## config.mk

```make
export PLATFORM = sky130hd
export DESIGN_NAME = fp_normalize
export DESIGN_NICKNAME = d
export VERILOG_FILES = /design/src/rtl/fp_normalize.sv
export SDC_FILE = /design/constraint.sdc
export NUM_CORES = 1
export LEC_CHECK = 0
export CAP_MARGIN = 20
export CORE_MARGIN = 2
export CORE_UTILIZATION = 50
export DETAILED_ROUTE_END_ITERATION = 7
export PLACE_DENSITY_LB_ADDON = 0.15
export SYNTH_ARGS = -nofsm -noshare
export SYNTH_HDL_FRONTEND = slang
export SYNTH_SLANG_ARGS = --single-unit
```

## constraint.sdc

```tcl
create_clock -name i_clk -period 10.9 [get_ports i_clk]
set_clock_uncertainty 0.1 [all_clocks]
set_input_delay 1.635 -clock i_clk [delete_from_list [all_inputs] [get_ports i_clk]]
set_output_delay 1.635 -clock i_clk [all_outputs]
set_load 0.02 [all_outputs]
```

## src/rtl/fp_normalize.sv

```systemverilog
// fp_normalize: post-add normalization for the single-precision adder.
// Two-stage valid/ready pipeline. Stage 1 registers the raw sum and its
// leading-zero count. Stage 2 shifts the mantissa, adjusts the exponent,
// saturates or flushes the result, and packs the IEEE-754 word.
module fp_normalize (
    input  logic        i_clk,
    input  logic        i_rst_n,
    input  logic        i_valid,
    output logic        o_ready,
    input  logic        i_sign,
    input  logic [7:0]  i_exp,
    input  logic [25:0] i_mant,
    output logic        o_valid,
    input  logic        i_ready,
    output logic [31:0] o_result,
    output logic        o_overflow,
    output logic        o_underflow
);

    // Stage 1 state
    logic        s1_valid_q, s1_valid_d;
    logic        s1_sign_q,  s1_sign_d;
    logic [7:0]  s1_exp_q,   s1_exp_d;
    logic [25:0] s1_mant_q,  s1_mant_d;
    logic [4:0]  s1_lz_q,    s1_lz_d;

    // Stage 2 (output) state
    logic        o_valid_q,  o_valid_d;
    logic [31:0] result_q,   result_d;
    logic        ovf_q,      ovf_d;
    logic        unf_q,      unf_d;

    logic        adv2;
    logic        adv1;
    logic [4:0]  in_lz;

    logic [4:0]        sh;
    logic [25:0]       m_norm;
    logic signed [9:0] e_norm;
    logic [22:0]       frac;
    logic [31:0]       packed_res;
    logic              packed_ovf;
    logic              packed_unf;

    // Flow control: a stage moves when its downstream slot is free or draining.
    // o_ready is the only combinational input-to-output path (from i_ready).
    always_comb begin
        adv2    = !o_valid_q || i_ready;
        adv1    = !s1_valid_q || adv2;
        o_ready = adv1;
    end

    // Leading-zero count from bit 25; the highest set bit wins, 26 when zero.
    always_comb begin
        in_lz = 5'd26;
        for (int i = 0; i < 26; i++) begin
            if (i_mant[i]) in_lz = 5'(25 - i);
        end
    end

    // Stage 1 next state: capture the input word whenever the stage advances.
    always_comb begin
        // NOTE: every always_comb output gets a default first so no path leaves it unassigned (no latch).
        s1_valid_d = s1_valid_q;
        s1_sign_d  = s1_sign_q;
        s1_exp_d   = s1_exp_q;
        s1_mant_d  = s1_mant_q;
        s1_lz_d    = s1_lz_q;
        if (adv1) begin
            s1_valid_d = i_valid;
            if (i_valid) begin
                s1_sign_d = i_sign;
                s1_exp_d  = i_exp;
                s1_mant_d = i_mant;
                s1_lz_d   = in_lz;
            end
        end
    end

    // Normalize the stage-1 word: right shift on carry, left shift after cancellation.
    always_comb begin
        sh     = 5'd0;
        m_norm = s1_mant_q >> 1;
        e_norm = $signed({2'b00, s1_exp_q}) + 10'sd1;
        if (s1_lz_q != 5'd0) begin
            sh     = s1_lz_q - 5'd1;
            m_norm = s1_mant_q << sh;
            e_norm = $signed({2'b00, s1_exp_q}) - $signed({5'b00000, sh});
        end
        // Fraction sits in m[23:1]; the guard bit is simply dropped.
        frac = 23'(m_norm >> 1);

        packed_ovf = 1'b0;
        packed_unf = 1'b0;
        if (s1_mant_q == 26'd0) begin
            packed_res = {s1_sign_q, 31'd0};
        end else if (e_norm >= 10'sd255) begin
            packed_res = {s1_sign_q, 8'hFF, 23'd0};
            packed_ovf = 1'b1;
        end else if (e_norm <= 10'sd0) begin
            packed_res = {s1_sign_q, 31'd0};
            packed_unf = 1'b1;
        end else begin
            packed_res = {s1_sign_q, e_norm[7:0], frac};
        end
    end

    // Stage 2 next state: load the packed result when the output slot advances.
    always_comb begin
        o_valid_d = o_valid_q;
        result_d  = result_q;
        ovf_d     = ovf_q;
        unf_d     = unf_q;
        if (adv2) begin
            o_valid_d = s1_valid_q;
            if (s1_valid_q) begin
                result_d = packed_res;
                ovf_d    = packed_ovf;
                unf_d    = packed_unf;
            end
        end
    end

    // Pipeline registers; reset empties both stages and clears the outputs.
    always_ff @(posedge i_clk or negedge i_rst_n) begin
        if (!i_rst_n) begin
            s1_valid_q <= 1'b0;
            s1_sign_q  <= 1'b0;
            s1_exp_q   <= 8'd0;
            s1_mant_q  <= 26'd0;
            s1_lz_q    <= 5'd0;
            o_valid_q  <= 1'b0;
            result_q   <= 32'd0;
            ovf_q      <= 1'b0;
            unf_q      <= 1'b0;
        end else begin
            // NOTE: non-blocking assignments so every flop samples pre-edge values.
            s1_valid_q <= s1_valid_d;
            s1_sign_q  <= s1_sign_d;
            s1_exp_q   <= s1_exp_d;
            s1_mant_q  <= s1_mant_d;
            s1_lz_q    <= s1_lz_d;
            o_valid_q  <= o_valid_d;
            result_q   <= result_d;
            ovf_q      <= ovf_d;
            unf_q      <= unf_d;
        end
    end

    // Output drive
    always_comb begin
        o_valid     = o_valid_q;
        o_result    = result_q;
        o_overflow  = ovf_q;
        o_underflow = unf_q;
    end

endmodule

```

==> Flow_metrics.wiki <==
{| class="wikitable"
! Metric !! Value
|-
| Clock Latency Late Sink || 0.36 ns
|-
| Fill cell instance count of the final layout || 935
|-
| Worst reg-to-reg path cell count || 14
|-
| Width of the die || 107 um
|-
| Slew at the pin with the worst max-slew slack || 1.11 ns
|-
| I/O pin cnt || 75
|-
| Nets || 716
|-
| Cts-stage hold buffer count || 0
|-
| Height of the chip || 107 um
|-
| Final Hold Violating Endpoints || 0
|-
| R2R setup slack || 5.85 ns
|-
| Synthesized Nets || 667
|-
| VDD IR-drop max || 0.104 mV
|-
| Last weighted congestion value of the routability-driven placer || 0.926
|-
| CTS H-tree depth || 3
|-
| Max-slew violation count || 0
|-
| Count of warnings emitted by yosys || 0
|-
| Number of antenna cells inserted || 0
|-
| Iteration-0 DRC Markers || 396
|-
| Number of buffers between clock root and the deepest sink || 2
|-
| Share of total power in sequential cells || 33.8%
|-
| Max-slew headroom || 25.9%
|-
| DRC violations left || 0
|-
| Gates resized, CTS repair || 0
|-
| Count of distinct cell types in the synthesized netlist || 54
|-
| Total routing usage reported by global routing || 25.8%
|-
| Power density normalized to cell area || 193 nW/um^2
|-
| CTS Root Buffer Type || sky130_fd_sc_hd__clkbuf_8
|-
| Top fanout value on the critical path || 27
|-
| Internal Power || 0.000722 W
|-
| Largest net degree at the start of global routing || 77
|-
| Total setup buffers inserted after CTS || 0
|-
| Share of flip-flops with an asynchronous set or reset after synthesis || 100%
|-
| Net switching power of the design || 0.000486 W
|-
| Gate count after technology mapping || 620
|-
| Max Cap Viol || 0
|-
| Placement row count || 37
|-
| Die area || 11400 um^2
|-
| Timing endpoint of the critical path || o_result[16]
|-
| Most frequent cells in the layout || sky130_fd_sc_hd__nand2_1, sky130_fd_sc_hd__dfrtp_1, sky130_fd_sc_hd__clkdlybuf4s50_1
|-
| Hold path depth || 2
|-
| Avg WL per Cell || 17.4 um
|-
| Maximum operating frequency || 0.198 GHz
|-
| End of the worst register-to-register path || o_result[16]
|-
| TritonCTS clock tree || yes
|-
| Data required, critical path || 11.00 ns
|-
| Kind of critical path || reg -> reg
|-
| Clock power share || 17.5%
|-
| Mean instance size in the synthesized netlist || 8.55 um^2
|-
| Met2 Use GR || 40.2%
|-
| Number of nets still failing antenna checks after routing || 0
|-
| Count of flip-flops with a built-in enable after synthesis || 0
|-
| Overall overflow remaining after global route || 0
|-
| Type of the most critical hold path || reg -> reg
|-
| Commonest non-fill, non-tap cell in the layout || sky130_fd_sc_hd__nand2_1
|-
| Worst setup startpoint || s1_lz_q[0]
|-
| Total clock buffers created by CTS || 9
|-
| Fraction of layout instances using a drive strength above 1 || 9.51%
|-
| Global Route met3 Usage || 3.10%
|-
| Share of power burned in combinational logic || 48.7%
|-
| Ratio of final minimum period to clock period || 46.3%
|-
| Run status || completed
|-
| Area added between synthesis and finish || 17.9%
|-
| Clock slew at reported path FFs || 0.07 ns
|-
| Final wirelength || 14.1 mm
|-
| Number of detailed-route iterations in the first pass || 5
|-
| Post-synth top flop || sky130_fd_sc_hd__dfrtp_1
|-
| Sw Share || 40.3%
|-
| Register bit count reported by yosys || 76
|-
| Kind of end point of the critical path || register
|-
| Post-Synthesis Cell Area || 5300 um^2
|-
| Detailed placer's ending HPWL || 10.5 mm
|-
| Synth top area cells || sky130_fd_sc_hd__dfrtp_1, sky130_fd_sc_hd__nand2_1, sky130_fd_sc_hd__mux4_2
|-
| Number of port buffers || 74
|-
| Core area || 10300 um^2
|-
| Number of failing setup endpoints in the final timing report || 0
|-
| Worst hold margin || 0.366 ns
|-
| Post-layout minimum cycle time || 5.05 ns
|-
| Met1 capacity usage during global routing || 36.6%
|-
| Arrival time reported for the critical path endpoint || 5.15 ns
|-
| Launching element type of the critical path || register
|-
| Area fraction of the dominant cell type after synthesis || 35.9%
|-
| Average vias per placed instance || 5.96
|-
| First-pass GRT wire length || 23.1 mm
|-
| Number of sinks handled by clock tree synthesis || 76
|-
| Global-route layer with the greatest usage || met2
|-
| Initial antenna violation count || 0
|-
| Setup TNS Final || 0 ns
|-
| Count of vias placed by the detailed router || 4818
|-
| Starting utilization of the core area || 51.4%
|-
| R2r startpoint || s1_lz_q[0]
|-
| Vias in the first global route || 4572
|-
| Largest area contributor in the synthesized netlist || sky130_fd_sc_hd__dfrtp_1
|-
| Sequential element share of the synthesized area || 35.9%
|-
| Unrepaired setup endpoints after global routing || no
|-
| Leakage component of the power || 2.69 nW
|}
[cell families (layout without fill, tap and decap cells)]
logic type | after synthesis | count (layout) | share of synthesized area [%]
AO/OA/AOI/OAI | 140 | 140 | 18.5
multiplexers | 39 | 39 | 12.4
AND/OR/NAND/NOR | 288 | 288 | 24.2
adder cells (fa/ha/maj) | 8 | 8 | 2.03
flip-flops | 76 | 76 | 35.9
XOR/XNOR | 12 | 12 | 2.12
buffers and inverters | 57 | 110 | 4.81
[cells in the mapped netlist, types with 8 or more instances]
master / number
sky130_fd_sc_hd__o21ai_0: 31
sky130_fd_sc_hd__nor4_1: 15
sky130_fd_sc_hd__o31ai_1: 20
sky130_fd_sc_hd__nand2_1: 179
sky130_fd_sc_hd__dfrtp_1: 76
sky130_fd_sc_hd__clkbuf_1: 31
sky130_fd_sc_hd__nor3_1: 8
sky130_fd_sc_hd__mux4_2: 21
sky130_fd_sc_hd__nand3_1: 12
sky130_fd_sc_hd__nor2_1: 33
sky130_fd_sc_hd__mux2i_1: 13
sky130_fd_sc_hd__and3_1: 9
sky130_fd_sc_hd__a21oi_1: 35
sky130_fd_sc_hd__a31oi_1: 9
sky130_fd_sc_hd__inv_1: 14
[power by group through the flow]
stage | clock network, W | logic [W] | registers [W]
2_1_floorplan | 0 | 0.000342 | 0.000450
3_3_place_gp | 0 | 0.000577 | 0.000411
3_5_place_dp | 0 | 0.000585 | 0.000415
4_1_cts | 0.000216 | 0.000587 | 0.000409
5_1_grt | 0.000229 | 0.000643 | 0.000418
6_report | 0.000211 | 0.000588 | 0.000409
[worst min path at each step]
stage / start / end / slack (ns)
6_report: o_result[26] / o_result[26] / 0.37
5_1_grt: o_result[26] / o_result[26] / 0.39
4_1_cts: o_result[26] / o_result[26] / 0.37
2_1_floorplan: s1_sign_q / s1_sign_q / 0.34
3_5_place_dp: o_result[26] / o_result[26] / 0.36
3_3_place_gp: o_result[29] / o_result[29] / 0.35
[area by class of cell]
cell class,count,area [um^2],share of cell area [%]
Multi-Input combinational cell,487,3140,50.3
Clock inverter,4,50.0,0.801
Timing Repair Buffer,81,791,12.7
Sequential cell,76,1900,30.4
Tap cell,136,170,2.72
Clock buffer,11,141,2.26
Inverter,14,52.6,0.841
[layer usage]
metal / vias up / share of wire [%]
met5: - / 0
met1: 2287 / 46
met3: 28 / 5.3
met4: 0 / 2.6
li1: 2319 / -
met2: 184 / 46
[stage by stage]
stage               total power, W  instances  setup WS (ns)  utilization (%)  area (um^2)
finish                     0.00121        809           5.85             60.6         6250
global route               0.00129        809           5.45             60.6         6250
CTS                        0.00121        809           5.86             60.6         6250
detailed placement         0.00100        794           5.86             58.7         6060
global placement          0.000988        794           5.99             58.7         6060
floorplan                 0.000792        620           6.53                -         5300
[flip-flops by register name, summed over array words and instances, names as in the netlist]
| signal | cells |
|---|---|
| o_overflow | 1 |
| o_result | 32 |
| o_underflow | 1 |
| o_valid | 1 |
| s1_exp_q | 8 |
| s1_lz_q | 5 |
| s1_mant_q | 26 |
| s1_sign_q | 1 |
| s1_valid_q | 1 |
[critical path: stages, from the launching register on]
cell                      delay, ns
sky130_fd_sc_hd__dfrtp_1       0.32
sky130_fd_sc_hd__buf_4         0.38
sky130_fd_sc_hd__inv_1         0.16
sky130_fd_sc_hd__ha_1          0.28
sky130_fd_sc_hd__xor2_1        0.16
sky130_fd_sc_hd__buf_4         0.22
sky130_fd_sc_hd__inv_1         0.49
sky130_fd_sc_hd__ha_1          0.41
sky130_fd_sc_hd__nor2b_1       0.16
sky130_fd_sc_hd__or3_1         0.30
sky130_fd_sc_hd__a21oi_1       0.13
sky130_fd_sc_hd__o31ai_1       0.12
sky130_fd_sc_hd__or4_1         0.64
sky130_fd_sc_hd__o31ai_4       0.78
sky130_fd_sc_hd__o41ai_1       0.21
Note: power is estimated with default switching activity, not from simulation.
